[src/rtl/hsem_intr_rx.sv]
// Core-side receiver for one HSEM per-core interrupt line: presents the interrupt with
// a cause code, waits for the core ack, then runs the clear handshake back to HSEM.
//
// state    | meaning
// ---------+-----------------------------------------------------------
// IDLE     | no interrupt in service
// ASSERT   | irq_out high, waiting for irq_ack or timeout
// CLEAR    | clr_req high, waiting for clr_ack from HSEM
// WAIT_LOW | waiting for the HSEM level to drop before next service
module hsem_intr_rx #(
  parameter int CORE_ID     = 0,
  parameter int TIMEOUT_CYC = 16,
  parameter int CNT_WIDTH   = 4
) (
  input  logic                 hclk,
  input  logic                 hresetn,
  input  logic                 intr_in,
  input  logic                 err_in,
  input  logic                 irq_ack,
  input  logic                 clr_ack,
  input  logic                 flag_clr,
  output logic                 irq_out,
  output logic [1:0]           irq_cause,
  output logic                 clr_req,
  output logic [CNT_WIDTH-1:0] pend_cnt,
  output logic                 ovf,
  output logic                 tmo,
  output logic                 busy
);

  typedef enum logic [1:0] {
    S_IDLE     = 2'd0,
    S_ASSERT   = 2'd1,
    S_CLEAR    = 2'd2,
    S_WAIT_LOW = 2'd3
  } state_t;

  // CORE_ID only tags the instance; it folds to zero here.
  localparam logic [7:0] TMO_LAST = 8'(TIMEOUT_CYC - 1 + CORE_ID * 0);

  state_t               state, state_nxt;
  logic                 intr_q;
  logic                 armed;
  logic                 evt;
  logic [7:0]           tmo_cnt, tmo_cnt_nxt;
  logic [CNT_WIDTH-1:0] pend_nxt;
  logic                 irq_nxt, clr_nxt, ovf_nxt, tmo_nxt;
  logic [1:0]           cause_nxt;
  logic                 pend_inc, pend_dec;

  // A level still high when reset releases must go low before it can count as an edge.
  assign evt = intr_in & ~intr_q & armed;

  always_comb begin
    state_nxt   = state;
    irq_nxt     = irq_out;
    cause_nxt   = irq_cause;
    clr_nxt     = clr_req;
    tmo_nxt     = tmo & ~flag_clr;
    ovf_nxt     = ovf & ~flag_clr;
    tmo_cnt_nxt = 8'd0;
    pend_inc    = evt & (state != S_IDLE);
    pend_dec    = 1'b0;
    pend_nxt    = pend_cnt;

    case (state)
      S_IDLE: begin
        if (evt) begin
          state_nxt = S_ASSERT;
          irq_nxt   = 1'b1;
          cause_nxt = err_in ? 2'b10 : 2'b01;
        end
      end
      S_ASSERT: begin
        if (irq_ack) begin
          state_nxt = S_CLEAR;
          irq_nxt   = 1'b0;
          clr_nxt   = 1'b1;
        end else if (tmo_cnt == TMO_LAST) begin
          state_nxt = S_CLEAR;
          irq_nxt   = 1'b0;
          clr_nxt   = 1'b1;
          tmo_nxt   = 1'b1;
        end else begin
          tmo_cnt_nxt = tmo_cnt + 8'd1;
        end
      end
      S_CLEAR: begin
        if (clr_ack) begin
          state_nxt = S_WAIT_LOW;
          clr_nxt   = 1'b0;
          cause_nxt = 2'b00;
        end
      end
      S_WAIT_LOW: begin
        if (!intr_in) begin
          if (pend_cnt != '0) begin
            state_nxt = S_ASSERT;
            irq_nxt   = 1'b1;
            cause_nxt = err_in ? 2'b10 : 2'b01;
            pend_dec  = 1'b1;
          end else begin
            state_nxt = S_IDLE;
          end
        end
      end
      default: state_nxt = S_IDLE;
    endcase

    if (pend_inc && !pend_dec) begin
      if (pend_cnt == '1) ovf_nxt = 1'b1;
      else                pend_nxt = pend_cnt + CNT_WIDTH'(1);
    end else if (pend_dec && !pend_inc) begin
      pend_nxt = pend_cnt - CNT_WIDTH'(1);
    end
  end

  always_ff @(posedge hclk) begin
    if (!hresetn) begin
      state     <= S_IDLE;
      intr_q    <= 1'b0;
      armed     <= 1'b0;
      tmo_cnt   <= 8'd0;
      irq_out   <= 1'b0;
      irq_cause <= 2'b00;
      clr_req   <= 1'b0;
      pend_cnt  <= '0;
      ovf       <= 1'b0;
      tmo       <= 1'b0;
      busy      <= 1'b0;
    end else begin
      state     <= state_nxt;
      intr_q    <= intr_in;
      if (!intr_in) armed <= 1'b1;
      tmo_cnt   <= tmo_cnt_nxt;
      irq_out   <= irq_nxt;
      irq_cause <= cause_nxt;
      clr_req   <= clr_nxt;
      pend_cnt  <= pend_nxt;
      ovf       <= ovf_nxt;
      tmo       <= tmo_nxt;
      busy      <= (state_nxt != S_IDLE);
    end
  end

endmodule

[config.mk]
export PLATFORM = sky130hd
export DESIGN_NAME = hsem_intr_rx
export DESIGN_NICKNAME = d
export VERILOG_FILES = /design/src/rtl/hsem_intr_rx.sv
export SDC_FILE = /design/constraint.sdc
export NUM_CORES = 1
export LEC_CHECK = 0
export ABC_CLOCK_PERIOD_IN_PS = 2200
export CORE_UTILIZATION = 30
export CTS_CLUSTER_SIZE = 20
export DETAILED_ROUTE_END_ITERATION = 10
export PLACE_DENSITY = 0.6
export SETUP_SLACK_MARGIN = 0.4
export SYNTH_ARGS = -nofsm -noshare
export SYNTH_HDL_FRONTEND = slang
export SYNTH_SLANG_ARGS = --single-unit
[constraint.sdc]
create_clock -name hclk -period 2.2 [get_ports hclk]
set_input_delay 0.33 -clock hclk [delete_from_list [all_inputs] [get_ports hclk]]
set_output_delay 0.33 -clock hclk [all_outputs]
set_load 0.03 [all_outputs]
# After elaboration in Yosys (flattened, before gate mapping)
# Cells that the tools add are included.
# classes
n_mux	34
n_bitwise	9
addsub	3
n_eq_ne	11
n_reduce_logical	17
# op_table
operator	count
$mux W2	10
$mux W1	17
$mux W4	3
$ne A2 B2 Y1 const B	5
$reduce_and A5 Y1	2
$add A8 B1 Y8 const B	1
$eq A8 B4 Y1 const B	1
$pmux W2 S4	1
$reduce_bool A2 Y1	4
$pmux W2 S3	1
$reduce_bool A3 Y1	2
$and A1 B1 Y1	5
$add A4 B1 Y4 const B	1
$eq A2 B2 Y1 const B	2
$eq A4 B4 Y1 const B	1
$not A1 Y1	4
$reduce_bool A4 Y1	1
$reduce_or A4 Y1	1
$sub A4 B1 Y4 const B	1
$ne A3 B3 Y1 const B	1
$pmux W1 S3	1
$reduce_and A3 Y1	1
$eq A2 B1 Y1 const B	1
$logic_and A1 B1 Y1	2
other kinds (4)	5
# word_totals
ff_bits	23
output_inout_bits	11
input_bits	7
elab_cells	85

# Longest topological paths before layout
# Gate-level depths: netlist (run 1).
# logic_depth
depth_word	8
depth_mapped	10
ltp_nobuf	9

# Worst setup path before layout (run 1)
# Ideal clock, no wire load.
# synth_path
path_kind	flip-flop to flip-flop
startpoint	reg state[1]
endpoint	reg pend_cnt[3]
path_slack_ns	-0.014
stages_incl_launch_ff	11
arrival_time_ns	2.090
period_less_slack_ns	2.214
required_time_ns	2.076
path_buffers	1
setup_time_ns	0.124
path_cell_list	dfxtp_1 > inv_1 > ha_1 > buf_6 > and4bb_4 > inv_4 > ha_1 > o21ai_0 > nor4b_1 > a221oi_1 > o22ai_1
# synth_via
elab_chain_len	6
word_cells_on_any_way	12
classes_between	2 x eq/ne; 2 x mux; 1 x bitwise; 7 x reduce/logical
# synth_rtl
item	line	rtl
from (decl)	41	state_t state, state_nxt;
from (signal assigned)	132	state <= state_nxt;
$eq A2 B2 Y1 or $reduce_bool A2 Y1 (tied branches)	66, 62	
$mux W1 or $and A1 B1 Y1 (tied branches)	66, 62	
$logic_not A1 Y1 (on tied branches)	110, 113	
$logic_and A1 B1 Y1 (on tied branches)	110, 113	
$ne A2 B2 Y1 (no line) or $reduce_bool A2 Y1 (tied branches)	--	
$reduce_and A2 Y1 (no line)	--	
to (signal assigned)	139	pend_cnt <= pend_nxt;
to (decl)	25	output logic [CNT_WIDTH-1:0] pend_cnt,
# Parallel ways exist; a longest one is shown, timed or not.
# A chain may end at the register's enable or synchronous reset.

# Final worst setup path (run 1)
# Same ends and word-level chain as after synthesis.

==> metrics.md, run 1 <==
| Metric | Value |
|---|---|
| Via count | 1100 |
| Top post-synthesis cells by count | 23 x dfxtp_1, 13 x nor2_1, 10 x nand2_1 |
| TNS Setup | 0 ns |
| Fin crit share | 86.8% |
| Critical Path RT | 2.36 ns |
| # clock sinks | 23 |
| Initial Util | 31.7% |
| Kind of critical path | reg -> reg |
| Synthesis Warnings | 0 |
| Peak supply drop | 0.342 mV |
| CTS max path bufs | 2 |
| Status | finished, final reports clean |
| CTS tree | yes |
| Die extent in x | 67.4 microns |
| Post-synthesis cell area | 1280 sq um |
| Sequential element share of the synthesized area | 35.8% |
| Max-Cap Viols | 0 |
| Final setup violation count | 0 |
| Initial antenna violation count | 0 |
| CP Capture Type | flip-flop |
| Top cell type's share of synthesized area | 35.8% |
| Post-Syn Instances | 134 |
| Vias in the first global route | 1111 |
| Final Slew Violations | 0 |
| Power Density | 727 nW/um^2 |
| ANT nets after route | 0 |
| Synth async-reset ratio | 0% |
| Worst Tran Pin Value | 0.436 ns |
| H-tree depth | 1 |
| Row count | 23 |
| Total GRT Usage | 15.0% |
| Hold Path Class | reg -> reg |
| Hold buffers post-CTS | 0 |
| Clk_skew | 0.00452 ns |
| Gp weighted congestion | 0.878 |
| Drt total wl | 3020 microns |
| Worst-Skew Late Latency | 0.27 ns |
| Largest net degree at the start of global routing | 14 |
| Share of cells above drive strength 1 | 21.5% |
| Avg WL per Cell | 14.5 microns |
| First-pass GRT wire length | 5060 microns |
| Initial drt markers | 21 |
| Worst Path Arrival | 2.06 ns |
| RSZ-0062 raised after global routing | yes |
| Global route overflow | 0 |
| Die area | 4550 sq um |
| Number of synthesized flops with an enable pin | 0 |
| Clock slew at reported path FFs | 0.09 ns |
| Min Hold Slack | 0.455 ns |
| Syn_nets | 149 |
| Post-DP Area | 1530 sq um |
| # port buffers | 17 |
| Rel. slew slack | 70.9% |
| Synth top area cells | dfxtp_1 36%, ha_1 7.8%, xnor2_1 4.8% |
| Count leader, synth | dfxtp_1 |
| Post-layout instance area | 1630 sq um |
| Startpoint types | flip-flop |
| Detailed placer's ending HPWL | 2150 microns |
| Post-Syn Area per Cell | 9.59 sq um |
| DRC viols | 0 |
| IO Pins | 18 |
| Max Fclk | 524 MHz |
| Slowest Stage Delay on Critical Path | 0.38 ns |
| Total Nets Final | 174 |
| Total CTS buffers | 3 |
| Slowest-stage cell, CP | dfxtp_4 |
| Main synth FF type | dfxtp_1 |
| Netlist cell types | 44 |
| Max FO, Critical Path | 5 |
| Antenna Cells | 0 |
| Lkg Pwr | 0.585 nW |
| Register bit total from synthesis | 23 |
| Final Hold Vio Count | 0 |
| DR pass1 iterations | 4 |
| Core outline area | 4060 sq um |
| Area grow syn2layout | 26.5% |
| Area leader, netlist | dfxtp_1 |
| Via-per-instance ratio | 5.29 |
| Die Y | 67.4 microns |
| Critical path cell sequence | inv_4 > ha_4 > and4bb_4 > inv_4 > ha_4 > o21ai_1 > nor4b_2 > a221oi_1 > o22ai_1 |
| Post-layout min period | 1.91 ns |
| Clock root buffer | clkbuf_8 |
==> sequential cells by signal, indices dropped and copies added, names as in the netlist <==
name,flops
ovf,1
irq_cause,2
irq_out,1
intr_q,1
tmo,1
tmo_cnt,8
clr_req,1
armed,1
pend_cnt,4
busy,1
state,2
==> final timing paths <==
path,from,end,slack (ns),cells past startpoint
hold / removal,tmo_cnt[0],tmo_cnt[0],0.46,1
setup reg to reg,state[1],pend_cnt[3],0.29,9
hold reg to reg,tmo_cnt[0],tmo_cnt[0],0.46,1
setup / recovery,state[1],pend_cnt[3],0.29,9
==> per-stage QoR <==
step | power [mW] | setup slack (ns) | util (%) | cells
after floorplan | 0.777 | 0.179 | - | 134
after global placement | 0.872 | 0.119 | 37.6 | 199
after detailed placement | 0.885 | 0.0501 | 37.6 | 199
after CTS | 1.17 | 0.269 | 39.8 | 208
after global routing | 1.25 | 0.235 | 40.1 | 208
final | 1.18 | 0.291 | 40.1 | 208
==> critical path, delay by kind of cell, from the launching register on <==
kind	cells	cell delay, ns
buffers and inverters	2	0.11
adder cells (fa/ha/maj)	2	0.41
AND/OR/NAND/NOR	2	0.49
AO/OA/AOI/OAI	3	0.41
flip-flops	1	0.38
==> layout make-up <==
type / instances / area (sq um)
fill: 407 / 2430
multi-input combinational: 99 / 786
sequential: 23 / 468
timing repair buffer: 25 / 229
tap: 50 / 62.6
clock buffer: 3 / 41.3
inverter: 7 / 33.8
clock inverter: 1 / 5.00
==> repair_timing <==
item,4_1_cts,5_1_grt
gates resized for setup,7,5
buffers inserted,5,0
endpoints found under the setup margin,7,12
pin swaps,4,3
==> routing by layer <==
metal / global-route usage, % / vias up / routed length [microns] / share of wire, %
met5: 0 / - / 0 / 0
met4: 6.65 / 0 / 48 / 1.6
met3: 2.36 / 6 / 107 / 3.5
met2: 26.6 / 35 / 1530 / 51
met1: 17.7 / 529 / 1330 / 44
li1: - / 530 / - / -
==> power breakdown <==
| part | internal, mW | switching [mW] | leakage [nW] | total [mW] |
|---|---|---|---|---|
| clock network | 0.127 | 0.145 | 0.0255 | 0.272 |
| registers | 0.459 | 0.0364 | 0.189 | 0.495 |
| logic | 0.194 | 0.221 | 0.371 | 0.415 |
==> cells in the final DEF (no fill, tap or decap), types with 3 or more instances in the layout <==
master | synthesis | final
o21ai_0 | 4 | 3
clkdlybuf4s50_1 | 0 | 13
xnor2_1 | 7 | 7
o22ai_1 | 3 | 3
inv_1 | 5 | 3
inv_4 | 1 | 3
a21oi_1 | 5 | 5
xor2_1 | 3 | 3
mux2i_1 | 4 | 4
buf_4 | 0 | 7
dlygate4sd2_1 | 0 | 4
ha_1 | 8 | 5
nand2_1 | 10 | 9
dfxtp_1 | 23 | 21
nor3_1 | 3 | 3
clkbuf_8 | 1 | 3
nand3_1 | 3 | 3
nand3b_1 | 3 | 3
nor2_1 | 13 | 13
==> cells by family after synthesis <==
kind of cell             count (synthesis)  synth area share, %
buffers and inverters                   12                 6.33
adder cells (fa/ha/maj)                  8                 7.79
XOR/XNOR                                10                 6.82
flip-flops                              23                 35.8
AND/OR/NAND/NOR                         46                 21.1
multiplexers                             4                 3.12
AO/OA/AOI/OAI                           31                 19.0
Power figures use the tool's default switching activity.
==> run 2, diff against run 1 <==
--- a/config.mk
+++ b/config.mk
@@ -6,11 +6,13 @@
 export NUM_CORES = 1
 export LEC_CHECK = 0
 export ABC_CLOCK_PERIOD_IN_PS = 2200
+export CORE_MARGIN = 2
 export CORE_UTILIZATION = 30
 export CTS_CLUSTER_SIZE = 20
 export DETAILED_ROUTE_END_ITERATION = 10
 export PLACE_DENSITY = 0.6
 export SETUP_SLACK_MARGIN = 0.4
+export SLEW_MARGIN = 30
 export SYNTH_ARGS = -nofsm -noshare
 export SYNTH_HDL_FRONTEND = slang
 export SYNTH_SLANG_ARGS = --single-unit
==> run 2 against run 1 <==
  * Sequential power hardly changed
  * Sequential cell count stayed put
  * Worst hold slack got worse by 0.0059 ns
  * First-iteration DRC count up 130%
  * Count of clock-buffer cells in the layout up 1
  * Setup slack better by 0.075 ns
  * Die area rose by 6.0%
  * Sequential share of layout area is 0.97 points lower
  * Fmax up 4.1%
  * Power is 0.37% higher
  * Register-to-register slack improved by 0.07 ns
  * Core utilization rose by 1.5 points
==> metrics.md, run 2 (synthesized netlist as in run 1, its figures left out) <==
| Metric | Value |
|---|---|
| Worst-Skew Late Latency | 0.27 ns (about the same) |
| Detailed placer's ending HPWL | 2060 microns (was 2150 microns) |
| CTS max path bufs | 2 (unchanged) |
| Hold buffers post-CTS | 0 (unchanged) |
| First-pass GRT wire length | 4840 microns (was 5060 microns) |
| Post-DP Area | 1530 sq um (unchanged) |
| Buf/Inv on CP | 3 (was 2) |
| Share of cells above drive strength 1 | 23.0% (was 21.5%) |
| Hold Path Class | reg -> reg (unchanged) |
| Antenna Cells | 0 (unchanged) |
| Initial antenna violation count | 0 (unchanged) |
| Largest net degree at the start of global routing | 13 (was 14) |
| Post-layout instance area | 1690 sq um (was 1630 sq um) |
| DR pass1 iterations | 4 (unchanged) |
| Final Hold Vio Count | 0 (unchanged) |
| Max FFs per register | 8 (unchanged) |
| Fin crit share | 83.4% (was 86.8%) |
| Via-per-instance ratio | 5.02 (was 5.29) |
| Crit-path most repeated cell | buf_6 |
| CTS tree | yes (unchanged) |
| Lkg Pwr | 0.633 nW (was 0.585 nW) |
| Startpoint types | flip-flop (unchanged) |
| Total Nets Final | 177 (was 174) |
| Final setup violation count | 0 (unchanged) |
| Via count | 1060 (was 1100) |
| Final Non-Filler Cells | 211 (was 208) |
| Worst Tran Pin Value | 0.398 ns (was 0.436 ns) |
| Final Slew Violations | 0 (unchanged) |
| Rel. slew slack | 73.4% (was 70.9%) |
| Slowest Stage Delay on Critical Path | 0.37 ns (was 0.38 ns) |
| Area grow syn2layout | 31.3% (was 26.5%) |
| RSZ-0062 raised after global routing | yes (unchanged) |
| Peak supply drop | 0.303 mV (was 0.342 mV) |
| DRC viols | 0 (unchanged) |
| TNS Setup | 0 ns (unchanged) |
| Core outline area | 4060 sq um (unchanged) |
| Sequential cell area | 469 sq um (was 468 sq um) |
| Initial drt markers | 48 (was 21) |
| Die Y | 69.4 microns (was 67.4 microns) |
| H-tree depth | 1 (unchanged) |
| Multi-input gate area | 815 sq um (was 786 sq um) |
| Setup Slack @ Placement | 0.0612 ns (was 0.0501 ns) |
| Status | finished, final reports clean (unchanged) |
| CP Capture Type | flip-flop (unchanged) |
| Post-layout min period | 1.83 ns (was 1.91 ns) |
| IO Pins | 18 (unchanged) |
| Commonest non-fill, non-tap cell in the layout | dfxtp_1 (unchanged) |
| Avg WL per Cell | 13.3 microns (was 14.5 microns) |
| Vias in the first global route | 1069 (was 1111) |
| Commonest cells after routing, fill and taps aside | 20 x dfxtp_1, 13 x nor2_1, 13 x clkdlybuf4s50_1 (was 21 x dfxtp_1, 13 x nor2_1, 13 x clkdlybuf4s50_1) |
| Biggest regs | tmo_cnt: 8 flops, pend_cnt: 4 flops (unchanged) |
| Max FO, Critical Path | 2 (was 5) |
| Clk_skew | 0.00378 ns (was 0.00452 ns) |
| Critical path cell sequence | inv_4 > ha_4 > and4bb_4 > buf_6 > buf_6 > xnor2_2 > ha_2 > a21oi_2 > xor2_1 > o22ai_1 (was inv_4 > ha_4 > and4bb_4 > inv_4 > ha_4 > o21ai_1 > nor4b_2 > a221oi_1 > o22ai_1) |
| Slowest-stage cell, CP | dfxtp_4 (unchanged) |
| # port buffers | 17 (unchanged) |
| Global route overflow | 0 (unchanged) |
| Initial Util | 31.7% (unchanged) |
| # clock sinks | 23 (unchanged) |
| Gp weighted congestion | 0.852 (was 0.878) |
| Die area | 4820 sq um (was 4550 sq um) |
| Die extent in x | 69.4 microns (was 67.4 microns) |
| Top delay family on crit path | flip-flops (was simple AND/OR/NAND/NOR gates) |
| ANT nets after route | 0 (unchanged) |
| Filler cell count | 388 (was 407) |
| Max-Cap Viols | 0 (unchanged) |
| Power Density | 704 nW/um^2 (was 727 nW/um^2) |
| Row count | 23 (unchanged) |
| Total CTS buffers | 3 (unchanged) |
| Worst Path Arrival | 1.99 ns (was 2.06 ns) |
| Critical Path RT | 2.35 ns (was 2.36 ns) |
| Drt total wl | 2820 microns (was 3020 microns) |
| Clock slew at reported path FFs | 0.08 ns (was 0.09 ns) |
| Max Fclk | 545 MHz (was 524 MHz) |
| Total GRT Usage | 12.2% (was 15.0%) |
| Final setup margin | 0.366 ns (was 0.291 ns) |
| Top reg by flops | tmo_cnt (unchanged) |
| Placed cells | 199 (unchanged) |
| Kind of critical path | reg -> reg (unchanged) |
| Clock root buffer | clkbuf_8 (unchanged) |
## run 2: report_power, final
group / internal (mW) / switching [mW] / leakage (nW)
logic: 0.207 / 0.218 / 0.421
registers: 0.459 / 0.0368 / 0.189
clock network: 0.129 / 0.137 / 0.0228
total: 0.795 / 0.391 / 0.633
## run 2: cell type report
cell class | instances | area share (%)
multi-input combinational | 99 | 48.3
clock buffer | 4 | 2.67
tap | 50 | 3.71
sequential | 23 | 27.8
timing repair buffer | 28 | 15.4
inverter | 7 | 2.15
## run 2: timing repair
action | in CTS | in global routing
pin swaps | 5 | 3
setup endpoints to repair | 6 | 11
gates resized for setup | 9 | 8
buffers inserted | 7 | 1
cloned | 0 | 0
## run 2: metal layers
layer	wire (microns)	track usage [%]
met5	0	0
met4	26	4.36
met3	54	1.45
met2	1430	21.5
met1	1310	15.2
## run 2: worst reg2reg max path, stage by stage, from the launching register on
cell	delay (ns)
dfxtp_4	0.37
inv_4	0.04
ha_4	0.15
and4bb_4	0.33
buf_6	0.10
buf_6	0.09
xnor2_2	0.05
ha_2	0.18
a21oi_2	0.12
xor2_1	0.19
o22ai_1	0.10
## run 2: path summary, 6_finish.rpt
path	start	to	slack, ns	cells after the start
setup / recovery	state[0]	pend_cnt[2]	0.37	10
hold / removal	tmo_cnt[0]	tmo_cnt[0]	0.45	1
setup reg to reg	state[0]	pend_cnt[2]	0.37	10
hold reg to reg	tmo_cnt[0]	tmo_cnt[0]	0.45	1
## run 2: through the flow
step | hold slack, ns | power [mW] | utilization, %
6_report | 0.449 | 1.19 | 41.6
3_5_place_dp | 0.440 | 0.882 | 37.6
4_1_cts | 0.457 | 1.18 | 40.3
3_3_place_gp | 0.430 | 0.871 | 37.6
2_1_floorplan | 0.418 | 0.777 | -
5_1_grt | 0.493 | 1.25 | 41.6
